**config.mk**
```make
export PLATFORM = sky130hd
export DESIGN_NAME = morse_encoder
export DESIGN_NICKNAME = d
export VERILOG_FILES = /design/src/rtl/morse_encoder.sv
export SDC_FILE = /design/constraint.sdc
export NUM_CORES = 1
export LEC_CHECK = 0
export BUFFER_PORTS_ARGS = -buffer_cell sky130_fd_sc_hd__buf_2
export CAP_MARGIN = 40
export CORE_MARGIN = 4
export CORE_UTILIZATION = 45
export DETAILED_ROUTE_END_ITERATION = 10
export PLACE_DENSITY = 0.65
export SLEW_MARGIN = 10
export SYNTH_ARGS = -nofsm -noshare
export SYNTH_HDL_FRONTEND = slang
export SYNTH_SLANG_ARGS = --single-unit
export TNS_END_PERCENT = 100
```
**constraint.sdc**
```tcl
create_clock -name clk -period 2.3 [get_ports clk]
set_input_delay 0.46 -clock clk [delete_from_list [all_inputs] [get_ports clk]]
set_output_delay 0.46 -clock clk [all_outputs]
set_load 0.005 [all_outputs]
```
**src/rtl/morse_encoder.sv**
```systemverilog
// ASCII-to-Morse transmitter: timed key output plus a 2-bit symbol stream
// (01 dot, 10 dash, 11 end-of-letter/word) matching the Morse decoder input code.
module morse_encoder #(
  parameter int UNIT_CYCLES = 4,
  parameter int CNT_W       = 16
) (
  input  logic       clk,
  input  logic       rst_n,
  input  logic [7:0] char_in,
  input  logic       char_valid,
  output logic       char_ready,
  output logic       key_out,
  output logic [1:0] symbol,
  output logic       symbol_valid,
  output logic       busy,
  output logic       bad_char
);

  typedef enum logic [2:0] {IDLE, ELEM_ON, ELEM_GAP, LETTER_GAP, WORD_GAP, BAD} state_t;

  localparam logic [CNT_W-1:0] DOT_T  = CNT_W'(UNIT_CYCLES - 1);
  localparam logic [CNT_W-1:0] DASH_T = CNT_W'(3*UNIT_CYCLES - 1);
  localparam logic [CNT_W-1:0] WGAP_T = CNT_W'(7*UNIT_CYCLES - 1);

  state_t           state, state_d;
  logic [CNT_W-1:0] cnt, cnt_d;
  logic [3:0]       pat, pat_d;     // remaining elements, MSB next, 1 = dash
  logic [2:0]       rem, rem_d;     // elements left including the current one
  logic             first, first_d; // first cycle of the current state
  logic             live;           // low until the cycle after reset releases

  // {length, left-aligned pattern}
  function automatic logic [6:0] lookup(input logic [4:0] idx);
    case (idx)
      5'd0:  lookup = {3'd2, 4'b0100}; 5'd1:  lookup = {3'd4, 4'b1000};
      5'd2:  lookup = {3'd4, 4'b1010}; 5'd3:  lookup = {3'd3, 4'b1000};
      5'd4:  lookup = {3'd1, 4'b0000}; 5'd5:  lookup = {3'd4, 4'b0010};
      5'd6:  lookup = {3'd3, 4'b1100}; 5'd7:  lookup = {3'd4, 4'b0000};
      5'd8:  lookup = {3'd2, 4'b0000}; 5'd9:  lookup = {3'd4, 4'b0111};
      5'd10: lookup = {3'd3, 4'b1010}; 5'd11: lookup = {3'd4, 4'b0100};
      5'd12: lookup = {3'd2, 4'b1100}; 5'd13: lookup = {3'd2, 4'b1000};
      5'd14: lookup = {3'd3, 4'b1110}; 5'd15: lookup = {3'd4, 4'b0110};
      5'd16: lookup = {3'd4, 4'b1101}; 5'd17: lookup = {3'd3, 4'b0100};
      5'd18: lookup = {3'd3, 4'b0000}; 5'd19: lookup = {3'd1, 4'b1000};
      5'd20: lookup = {3'd3, 4'b0010}; 5'd21: lookup = {3'd4, 4'b0001};
      5'd22: lookup = {3'd3, 4'b0110}; 5'd23: lookup = {3'd4, 4'b1001};
      5'd24: lookup = {3'd4, 4'b1011}; 5'd25: lookup = {3'd4, 4'b1100};
      default: lookup = {3'd1, 4'b0000};
    endcase
  endfunction

  logic       is_upper, is_lower;
  logic [4:0] idx;
  assign is_upper = (char_in >= 8'd65) && (char_in <= 8'd90);
  assign is_lower = (char_in >= 8'd97) && (char_in <= 8'd122);
  assign idx      = is_upper ? 5'(char_in - 8'd65) : 5'(char_in - 8'd97);

  always_comb begin
    state_d = state;
    cnt_d   = (cnt == '0) ? cnt : cnt - CNT_W'(1);
    pat_d   = pat;
    rem_d   = rem;
    first_d = 1'b0;
    case (state)
      IDLE: if (char_valid && char_ready) begin
        first_d = 1'b1;
        if (is_upper || is_lower) begin
          {rem_d, pat_d} = lookup(idx);
          state_d        = ELEM_ON;
          cnt_d          = pat_d[3] ? DASH_T : DOT_T;
        end else if (char_in == 8'd32) begin
          state_d = WORD_GAP;
          cnt_d   = WGAP_T;
        end else begin
          state_d = BAD;
        end
      end
      ELEM_ON: if (cnt == '0) begin
        first_d = 1'b1;
        rem_d   = rem - 3'd1;
        pat_d   = {pat[2:0], 1'b0};
        if (rem == 3'd1) begin
          state_d = LETTER_GAP;
          cnt_d   = DASH_T;
        end else begin
          state_d = ELEM_GAP;
          cnt_d   = DOT_T;
        end
      end
      ELEM_GAP: if (cnt == '0) begin
        first_d = 1'b1;
        state_d = ELEM_ON;
        cnt_d   = pat[3] ? DASH_T : DOT_T;
      end
      LETTER_GAP, WORD_GAP: if (cnt == '0) state_d = IDLE;
      BAD:     state_d = IDLE;
      default: state_d = IDLE;
    endcase
  end

  always_ff @(posedge clk) begin
    if (!rst_n) begin
      state <= IDLE;
      cnt   <= '0;
      pat   <= '0;
      rem   <= '0;
      first <= 1'b0;
      live  <= 1'b0;
    end else begin
      state <= state_d;
      cnt   <= cnt_d;
      pat   <= pat_d;
      rem   <= rem_d;
      first <= first_d;
      live  <= 1'b1;
    end
  end

  always_comb begin
    char_ready   = (state == IDLE) && live;
    busy         = (state != IDLE);
    key_out      = (state == ELEM_ON);
    bad_char     = (state == BAD);
    symbol_valid = first && (state == ELEM_ON || state == LETTER_GAP || state == WORD_GAP);
    symbol       = 2'b00;
    if (symbol_valid)
      symbol = (state != ELEM_ON) ? 2'b11 : (pat[3] ? 2'b10 : 2'b01);
  end

endmodule

```
# After elaboration in Yosys (flattened, before gate mapping)
# Memories as Yosys holds them, arrays and structs flattened.
# Cells that the tools add are included.
# word_totals
regBits,28
memories,1
ramBits,0
input_bits,11
latch_bits,0
rom_bits,224
wordCells,81
# op_classes
order_cmp,4
n_div,0
bitwise_logic,0
eq_ne,13
addsub,4
n_mux,37
multipliers,0
n_shift,0
n_reduce_logical,16
# mem_list
name,words,width,read_ports,rd_clocked_by_memory_dff,write_ports,line,text
(name not given),32,7,1,0,0,34,case (idx)
# op_table
cell,count
$mux 16,6
$pmux 16 s3,1
$mux 3,8
$mux 4,6
$mux 7,3
$ge 8x7->1 const B,2
$le 8x7->1 const B,2
$logic_not 16->1,1
$sub 16x1->16 const B,1
$pmux 3 s4,1
$sub 5x1->5 const B,2
$eq 8x6->1 const B,1
$ne 2x2->1 const B,4
$pmux 4 s2,1
$reduce_and 4->1,2
$eq 3x1->1 const B,2
$eq 3x2->1 const B,2
$eq 3x3->1 const B,2
$mux 2,3
$pmux 3 s2,1
$logic_and 1x1->1,5
$mux 1,5
$mux 5,1
$reduce_or 2->1,2
other kinds (8),10

# Longest topological paths before layout
# An unclocked memory read counts as a cell.
# depth
word_depth,11
depth_mapped,12
mapped_depth_nobuf,9

# Worst setup path after synthesis
# No wires, ideal clock.
# synth_path
kind,input to register
start,input port char_in[1]
end,register rem[2]
stages,11
arrival_time_ns,2.462
n_path_buf,3
required_time_ns,2.226
setup_slack_ns,-0.236
setup_time_ns,0.074
cell_sequence,buf_6 clkbuf_1 inv_1 ha_1 buf_4 nor3b_1 xnor2_1 o31ai_2 a21oi_1 or4_1 a31oi_1
# synth_via
elab_chain_cells,10
word_cells_on_any_way,19
cone_classes,add/sub: 2; order compare: 4; eq/ne: 1; mux: 7; reduce/logical: 4; memory: 1
# synth_rtl
element,line,text
"start, declared",9,"input logic [7:0] char_in,"
$ge 8x7->1 / $le 8x7->1 (equally long branches),54,assign is_upper = (char_in >= 8'd65) && (char_in <= 8'd90);
$logic_and 1x1->1,54,
$mux 5,56,assign idx = is_upper ? 5'(char_in - 8'd65) : 5'(char_in - 8'd97);
$mem_v2 32x7,-,
$mux 7,67,if (is_upper || is_lower) begin
$mux 7,65,IDLE: if (char_valid && char_ready) begin
$mux 7,64,case (state)
$mux 3,67,
$mux 3,65,
$pmux 3 s2,64,
"end signal, assigned",113,rem <= rem_d;
"end, declared",28,"logic [2:0] rem, rem_d;"
# Parallel ways exist; a longest one is shown, timed or not. The select of a mux whose other input is x is not followed.
# A chain may end at the register's enable or synchronous reset.

# Worst setup path in the final report
# layout_path
start,register cnt[0]
end,register pat[3]
# layout_via
elab_chain_cells,3
# layout_rtl
element,line,text
"start, declared",26,"logic [CNT_W-1:0] cnt, cnt_d;"
"start signal, assigned",111,cnt <= cnt_d;
$logic_not 16->1,78,ELEM_ON: if (cnt == '0) begin
$ne 2x1->1 (no source line),-,
$reduce_and 4->1 (no source line),-,
"end signal, assigned",112,pat <= pat_d;
"end, declared",27,"logic [3:0] pat, pat_d;"
# Every way passes these cells.

==> results.toml <==
[drt]
wl_per_cell_um = 14.5
antenna_left = 0
drcViolationCount = 0
drt-initial-drc-count = 178
wl_um = 6290
drtPass1Iterations = 4
avgViaCountPerCell = 5.71
vias = 2486

[die]
io_pins = 18
die_x_um = 81.6
coreArea_sq_mm = 0.00517
fp-row-count = 26
start_util = 0.471
die-area_sq_mm = 0.00666
die_h_um = 81.6

[global_routing]
track_usage = 0.199
grt_start_max_net_pins = 25
overflow = 0
grt_pass1_vias = 2226
antenna_found_initial = 0
grt_pass1_wl_um = 10600

[timing]
slew_violations = 0
fmax_ghz = 0.463
fin_crit_ns = 2.16
finalHoldViolCount = 0
post-route-period-util = 0.939
rsz0062_at_grt = "no"
fin_tns_setup_ns = 0
clock_skew_ns = 0.00756
setup_viol = 0
worst_pin_slew_ns = 0.735
relSlewSlack = 0.509

[place]
place.gp.congestion = 0.894
hpwl_um = 4910
portBuffers = 17

[synthesis]
avgSynthCellArea_sq_um = 7.41
synth_common_cells = "nor2_1, nand2_1, dfxtp_1, a21oi_1, o21ai_0"
syn_nets = 352
synth_seq_cells = 28
synth_top_cell_area_share = 0.230
yosysWarnings = 0
ys_types = 68
synth_largest_area_cell = "dfxtp_1"
synth_edf_count = 0
ys_dominant_reg_cell = "dfxtp_1"
syn_inst = 329
yosysMostFrequentCell = "nor2_1"
synth.yosys.seq_area_share = 0.230
synth_area_leaders = "dfxtp_1, ha_1, nor2_1"
synth_area_sq_mm = 0.00244
synthArstFlopShare = 0

[power]
pwr-share-clk = 0.128
switching_share = 0.427
p_leak_uw = 0.00118
power.density_mw_per_mm2 = 821
p_comb_frac = 0.563
peakVddDrop_uv = 496
pwr-share-seq = 0.310
intPower_uw = 1360
netSwitchingPower_uw = 1010
p_total_uw = 2370

[clocking]
cts.sinks = 28
ctsLongestPathBuffers = 2
numCtsBuffers = 3
htree_num_levels = 1
cts_tree = "yes"
cts_root_buf = "clkbuf_8"
path_clk_slew_ns = 0.09
post_cts.repair.setup_buffers = 0
clock_latency_ns = 0.28

[critical_path]
worstPathRequired_ns = 2.51
path_delay_family = "simple AND/OR/NAND/NOR gates"
crit_type = "reg -> reg"
max_stage_delay_ns = 0.41
critPathLaunchType = "flip-flop"
end_kind = "flip-flop"
timing.reg2reg.setup_slack_ns = 0.14
worst_ep_arrival_time_ns = 2.37
path_cells = "inv_1, ha_1, or3b_4, nor3_4, and3_1, o21a_2, buf_4, o211ai_1, o22ai_1"
crit_buf_inv = 2
worstPathMaxFanout = 7
crit_path_top_delay_cell = "or3b_4"

[cells_and_area]
nNetsFinal = 389
area_growth_pct = 18.4
diodes = 0
nFillCells = 508
drive_gt1_frac = 0.225

[run]
drv_cap = 0

[outcome]
outcome = "finished clean"

[min_path]
worstHoldPathType = "reg -> reg"
## worst paths after layout
kind            end  cells past startpoint   start
max          pat[3]                      9  cnt[0]
min          pat[1]                      2  pat[0]
max reg2reg  pat[3]                      9  cnt[0]
min reg2reg  pat[1]                      2  pat[0]
## placed cells by master, fill, tap and decap left out, types with 3 or more instances in the layout
cell / count
nor3_1: 11
a221oi_1: 3
nand2_1: 32
xor2_1: 6
xnor2_1: 10
nor4_1: 7
or4_1: 3
a31oi_1: 9
dfxtp_1: 27
clkbuf_8: 4
inv_1: 16
o21ai_0: 20
mux2i_1: 3
nor2b_1: 4
nor3_4: 3
a211oi_1: 4
buf_2: 17
buf_4: 36
o22ai_1: 7
ha_1: 11
nor2_1: 35
nand3_1: 8
nor3b_1: 3
a21oi_1: 23
a22oi_1: 3
o211ai_1: 4
## worst min-delay path: stages (launching register included)
cell and delay [ns]:
dfxtp_1 0.32, nand2_1 0.05, a31oi_1 0.07
## metrics by stage
stage | util | hold WS (ns) | worst slack (ns) | std cells | cell area (sq um)
floorplan | - | 0.436 | 0.00348 | 329 | 2480
global placement | 0.545 | 0.456 | -0.0409 | 431 | 2820
detailed placement | 0.545 | 0.468 | -0.0961 | 431 | 2820
CTS | 0.555 | 0.473 | 0.0146 | 435 | 2870
global route | 0.558 | 0.469 | 0.00106 | 435 | 2890
finish | 0.558 | 0.476 | 0.140 | 435 | 2890
## metal layers
metal  vias to the layer above  track usage  share of wire
met4                         0       0.0249         0.0059
li1                       1267            -              -
met3                         6       0.0318          0.053
met5                         -            0              0
met1                      1147        0.303           0.51
met2                        66        0.300           0.43
## what timing repair did
action / CTS / global route
endpoints found under the hold margin: 0 / 0
hold buffers: 0 / 0
gates resized for setup: 0 / 5
setup endpoints to repair: 0 / 7
## layout make-up
cell class                 count  area (sq um)  share of cell area
inverter                      18          76.3              0.0264
clock buffer                   4          55.1              0.0191
tap                           70          87.6              0.0303
sequential                    28           562               0.195
timing repair buffer          54           375               0.130
multi-input combinational    261          1730               0.599
## flip-flops by register name, indices dropped and copies added, names as in the netlist
name   flops
state      3
pat        4
cnt       16
live       1
rem        3
first      1
## logic make-up after synthesis
| family | Yosys count | share of synthesized area |
|---|---|---|
| AO/OA/AOI/OAI | 95 | 0.253 |
| XOR/XNOR | 17 | 0.0642 |
| adder cells (fa/ha/maj) | 12 | 0.0616 |
| buffers and inverters | 40 | 0.0744 |
| flip-flops | 28 | 0.230 |
| multiplexers | 5 | 0.0216 |
| AND/OR/NAND/NOR | 132 | 0.295 |
## power by group through the flow
stage | combinational (uW) | clock, uW | sequential (uW)
floorplan | 982 | 0 | 711
global route | 1510 | 335 | 749
global placement | 1260 | 0 | 735
CTS | 1290 | 312 | 729
finish | 1330 | 302 | 734
detailed placement | 1280 | 0 | 740
(Power assumes the default switching activity.)
